File: src/rtl/clk_div_pkg.sv
// rtl/clk_div_pkg.sv - shared types and constants for the clock divider controller
package clk_div_pkg;

    localparam int DEF_W   = 8;
    localparam int MIN_DIV = 2;

    typedef enum logic [1:0] {
        ST_IDLE  = 2'd0,
        ST_RUN   = 2'd1,
        ST_DRAIN = 2'd2
    } state_e;

endpackage

File: src/rtl/clk_div_cnt.sv
// rtl/clk_div_cnt.sv - mod-N period counter with load, enable and terminal flag
module clk_div_cnt
    import clk_div_pkg::*;
#(
    parameter int W = DEF_W
) (
    input  logic         clk,
    input  logic         rst,
    input  logic         en,
    input  logic         load,
    input  logic [W-1:0] load_val,
    input  logic [W-1:0] mod,
    output logic [W-1:0] cnt,
    output logic         term
);

    assign term = (cnt == (mod - W'(1)));

    // Count 0..mod-1 and wrap; load takes priority over counting.
    always_ff @(posedge clk or posedge rst) begin
        if (rst) begin
            cnt <= '0;
        end else if (load) begin
            cnt <= load_val;
        end else if (en) begin
            cnt <= term ? '0 : cnt + W'(1);
        end
    end

endmodule

File: src/rtl/clk_div_ctrl.sv
// rtl/clk_div_ctrl.sv - programmable clock-enable divider with graceful stop and queued ratio change
module clk_div_ctrl
    import clk_div_pkg::*;
#(
    parameter int W           = DEF_W,
    parameter int DEFAULT_DIV = 4
) (
    input  logic         clk,
    input  logic         rst,
    input  logic         en,
    input  logic         cfg_valid,
    input  logic [W-1:0] cfg_div,
    output logic         cfg_ready,
    output logic         cfg_err,
    output logic         div_out,
    output logic         tick,
    output logic [W-1:0] cur_div,
    output logic         busy
);

    state_e       state;
    logic [W-1:0] cnt;
    logic [W-1:0] pend_div;
    logic         pend;
    logic         term;
    logic         boundary;
    logic         accept;
    logic         legal;
    logic [W:0]   half;

    assign busy      = (state != ST_IDLE);
    assign boundary  = busy && term;
    assign cfg_ready = !pend;
    assign accept    = cfg_valid && cfg_ready;
    assign legal     = (cfg_div >= W'(MIN_DIV));

    // High phase is ceil(cur_div/2); one extra bit keeps the maximum ratio from overflowing.
    assign half    = ({1'b0, cur_div} + (W+1)'(1)) >> 1;
    assign div_out = busy && ({1'b0, cnt} < half);
    assign tick    = busy && (cnt == '0);

    // Counter runs only while busy and is held at zero in IDLE.
    clk_div_cnt #(.W(W)) u_cnt (
        .clk      (clk),
        .rst      (rst),
        .en       (busy),
        .load     (!busy),
        .load_val ('0),
        .mod      (cur_div),
        .cnt      (cnt),
        .term     (term)
    );

    // Run/stop state machine; stopping always waits for the end of the current period.
    always_ff @(posedge clk or posedge rst) begin
        if (rst) begin
            state <= ST_IDLE;
        end else begin
            case (state)
                ST_IDLE: begin
                    if (en) state <= ST_RUN;
                end
                ST_RUN: begin
                    // en dropping on the last cycle of a period stops right there.
                    if (!en && boundary) state <= ST_IDLE;
                    else if (!en)        state <= ST_DRAIN;
                end
                ST_DRAIN: begin
                    if (en)            state <= ST_RUN;
                    else if (boundary) state <= ST_IDLE;
                end
                default: state <= ST_IDLE;
            endcase
        end
    end

    // Ratio handshake: immediate update when idle, otherwise queued until a period boundary.
    always_ff @(posedge clk or posedge rst) begin
        if (rst) begin
            cur_div  <= W'(DEFAULT_DIV);
            pend_div <= W'(DEFAULT_DIV);
            pend     <= 1'b0;
            cfg_err  <= 1'b0;
        end else begin
            cfg_err <= accept && !legal;
            if (pend && (boundary || !busy)) begin
                cur_div <= pend_div;
                pend    <= 1'b0;
            end
            // accept implies pend is clear, so this never collides with the apply above.
            if (accept && legal) begin
                if (busy) begin
                    pend_div <= cfg_div;
                    pend     <= 1'b1;
                end else begin
                    cur_div <= cfg_div;
                end
            end
        end
    end

endmodule

File: config.mk
export PLATFORM = sky130hd
export DESIGN_NAME = clk_div_ctrl
export DESIGN_NICKNAME = d
export VERILOG_FILES = /design/src/rtl/clk_div_pkg.sv /design/src/rtl/clk_div_cnt.sv /design/src/rtl/clk_div_ctrl.sv
export SDC_FILE = /design/constraint.sdc
export NUM_CORES = 1
export LEC_CHECK = 0
export BUFFER_PORTS_ARGS = -buffer_cell sky130_fd_sc_hd__buf_2
export CAP_MARGIN = 15
export CORE_MARGIN = 4
export CORE_UTILIZATION = 55
export CTS_CLUSTER_SIZE = 40
export DETAILED_ROUTE_END_ITERATION = 7
export GPL_ROUTABILITY_DRIVEN = 0
export MAX_ROUTING_LAYER = met4
export PLACE_DENSITY = 0.8
export SYNTH_ARGS = -nofsm -noshare
export SYNTH_HDL_FRONTEND = slang
export SYNTH_SLANG_ARGS = --single-unit
File: constraint.sdc
create_clock -name clk -period 3.1 [get_ports clk]
set_input_delay 0.465 -clock clk [delete_from_list [all_inputs] [get_ports clk]]
set_output_delay 0.465 -clock clk [all_outputs]
set_load 0.1 [all_outputs]
==> flow_summary.ini <==
[layout]
final_area_sq_mm = 0.00209
final_cell_count_no_fill = 248
fin_nets = 228
register_area_sq_um = 712
fillCellCount = 221
multiInputGateArea_sq_mm = 0.00103
diodes = 0
layout-drive-gt1-share_pct = 30.4
area.growth.synth_to_final_pct = 20.0

[clock_network]
cts_inserted_buffers = 3
cts_root_buf = clkbuf_4
cts_tree = yes
clockBufferDepth = 2
cts.clk_slew.worst_paths_ns = 0.16
insertion_delay_ns = 0.35
cts_sinks = 28
ctsHtreeMaxLevel = 1

[worst_setup_path]
path_cells = buf_4, nand3_1, xor2_1, ha_1, a21o_1, a21oi_1, nor2b_1, o21ai_1, a21o_4, buf_12
required_ns = 2.63
path_delay_family = compound AO/OA/AOI/OAI gates
endpoint_kind = primary output
worst-path-buf-inv = 2
cp_max_fo = 5
crit_type = reg -> out
cp_slowest_cell = dfstp_4
max_stage_delay_ns = 0.64
start_kind = flip-flop
arrival_ns = 2.57

[yosys]
synth-xor-area-share_pct = 11.1
ys_seq_area_share_pct = 40.4
syn_area_per_cell_sq_um = 10.0
synth-seq-cells = 28
synth_area_sq_mm = 0.00174
ys_warn_count = 0
async_flop_share_pct = 100
ys_types = 36
synth_area_leaders = dfrtp_1 (37%), ha_1 (7.9%), xor2_1 (7.6%), mux2_2 (5.2%), mux2i_1 (4.6%)
synth_top_cell_by_area = dfrtp_1
synth_enable_flop_cells = 0
synth_top_family_by_area = simple AND/OR/NAND/NOR gates
synthCells = 174
synth_compound_area_share_pct = 9.78
syn_nets = 197
synth-simple-area-share_pct = 17.3
synth.top_cell.area_share_pct = 37.4
synthAdderAreaFrac_pct = 7.91
synth_ff_type = dfrtp_1
synthMuxAreaShare_pct = 9.78

[floorplanning]
start_util_pct = 57.4
rows = 20
core_region_area_sq_mm = 0.00303
die_h_um = 64.2
ios = 25
die_area_sq_mm = 0.00413
die_x_um = 64.2

[run_status]
outcome = complete, no violations

[pwr]
ir_worst_vdd_mv = 0.836
p_sw_mw = 1.24
p_leak_nw = 1.01
power_frac_clock_pct = 8.2
sw_frac_of_total_pct = 53.7
p_seq_share_pct = 29.6
p_per_area_mw_per_mm2 = 1100
combPwrFrac_pct = 62.2
cell_internal_pwr_mw = 1.06

[global_routing]
grt_usage_pct = 21.3
antenna_found_initial = 0
grt_pass1_wl_um = 6660
overflow = 0
grt_max_degree = 29
grt_pass1_vias = 1396

[timing]
hold_viol = 0
fin_crit_ns = 3.03
fin_worst_skew_ns = 0.00398
finalCritPeriodShare_pct = 97.8
relSlewSlack_pct = 56.3
tightest_slew_ns = 0.652
fmax_mhz = 330
drv_slew = 0
finalSetupViolations = 0
timing.setup.tns_ns = 0

[placement]
dp_hpwl_um = 2780
dp_cells = 236
port_buffers = 24
place_area_sq_mm = 0.00193

[min_path]
hold_class = in -> async

[detailed_routing]
vias_per_cell = 5.50
drtPass1Iterations = 4
ant_nets = 0
wl_per_cell_um = 16.2
routed_wl_um = 4020
drtIter0Drc = 96
num_vias = 1364
drc_errors = 0

[run]
max-cap-violations = 0
==> logic make-up after synthesis <==
logic type	count (synthesis)
AO/OA/AOI/OAI	24
XOR/XNOR	22
adder cells (fa/ha/maj)	11
buffers and inverters	15
flip-flops	28
multiplexers	16
AND/OR/NAND/NOR	58
==> metrics by stage <==
stage          setup WS (ns)  hold slack, ns  power, mW  util, %
6_report              0.0679         0.00208       2.30     68.9
3_5_place_dp           0.297           0.453       1.98     63.8
3_3_place_gp           0.411           0.454       1.94     63.8
4_1_cts               0.0204           0.259       2.19     65.7
5_1_grt              -0.0163       -0.000969       2.45     68.9
2_1_floorplan         0.0318           0.440       1.75        -
==> cells in the final DEF (no fill, tap or decap), types with 2 or more instances in the layout <==
cell      Yosys  routed
nor2_1       19      19
dfrtp_1      26      22
and3_1        5       4
nor4_4        0       2
nor3_1        3       3
buf_2         1      23
nor4_1        4       2
nand2_1       4       4
xor2_1       15      15
buf_4         0       8
a21oi_1      11      11
mux2_2        8       8
mux2i_1       8       8
inv_1         8       8
nand3_1      11      11
nand2b_1      3       3
dfrtp_2       0       4
clkbuf_4      0       3
a21o_1        3       2
ha_1         11      10
xnor2_1       7       7
a211oi_1      3       2
==> registers in the layout, indices dropped and copies added, names as in the netlist <==
name,count
pend_div,8
state,2
u_cnt.cnt,8
cur_div,8
cfg_err,1
pend,1
==> per-layer routing <==
layer / part of all wire (%) / GRT usage, % / up-vias / wire length [um]
met2: 51 / 33.7 / 39 / 2070
met3: 4.2 / 3.87 / 11 / 168
met4: 2.6 / 8.44 / 0 / 106
met5: 0 / - / - / 0
met1: 42 / 27.0 / 649 / 1670
li1: - / - / 665 / -
==> path summary, 6_finish.rpt <==
path                             from          end  slack [ns]  cells past startpoint
max                        cur_div[2]      div_out        0.07                     10
min                               rst  pend_div[7]       0.002                      2
max reg2reg                cur_div[0]   cur_div[4]        0.39                     10
min reg2reg                  state[0]     state[1]        0.48                      1
max in group asynchronous         rst  pend_div[2]        2.62                      3
min in group clk                   en     state[1]        0.26                      2
==> final cells by class <==
type | instances | area share, %
clock buffers | 4 | 1.74
inverters | 8 | 1.44
multi-input cells | 131 | 49.4
flip-flops and latches | 28 | 34.1
well taps | 44 | 2.64
repair buffers | 33 | 10.7
==> Yosys cell counts, types with 2 or more instances <==
cell	count
a211oi_1	3
a21o_1	3
a21oi_1	11
and3_1	5
clkbuf_1	5
dfrtp_1	26
dfstp_2	2
ha_1	11
inv_1	8
mux2_2	8
mux2i_1	8
nand2_1	4
nand2b_1	3
nand3_1	11
nor2_1	19
nor3_1	3
nor4_1	4
or2_2	2
xnor2_1	7
xor2_1	15
==> power by group through the flow <==
stage,clock [mW],sequential [mW],combinational [mW]
final,0.189,0.680,1.43
after global routing,0.212,0.703,1.53
after CTS,0.192,0.682,1.32
after detailed placement,0,0.708,1.27
after global placement,0,0.693,1.24
after floorplan,0,0.997,0.754
==> what timing repair did <==
| action | 4_1_cts | 5_1_grt |
|---|---|---|
| pin swaps | 0 | 1 |
| buffers inserted | 2 | 5 |
| setup endpoints to repair | 1 | 1 |
| gates resized for setup | 1 | 7 |
| hold buffers | 0 | 0 |
Power figures use the tool's default switching activity.
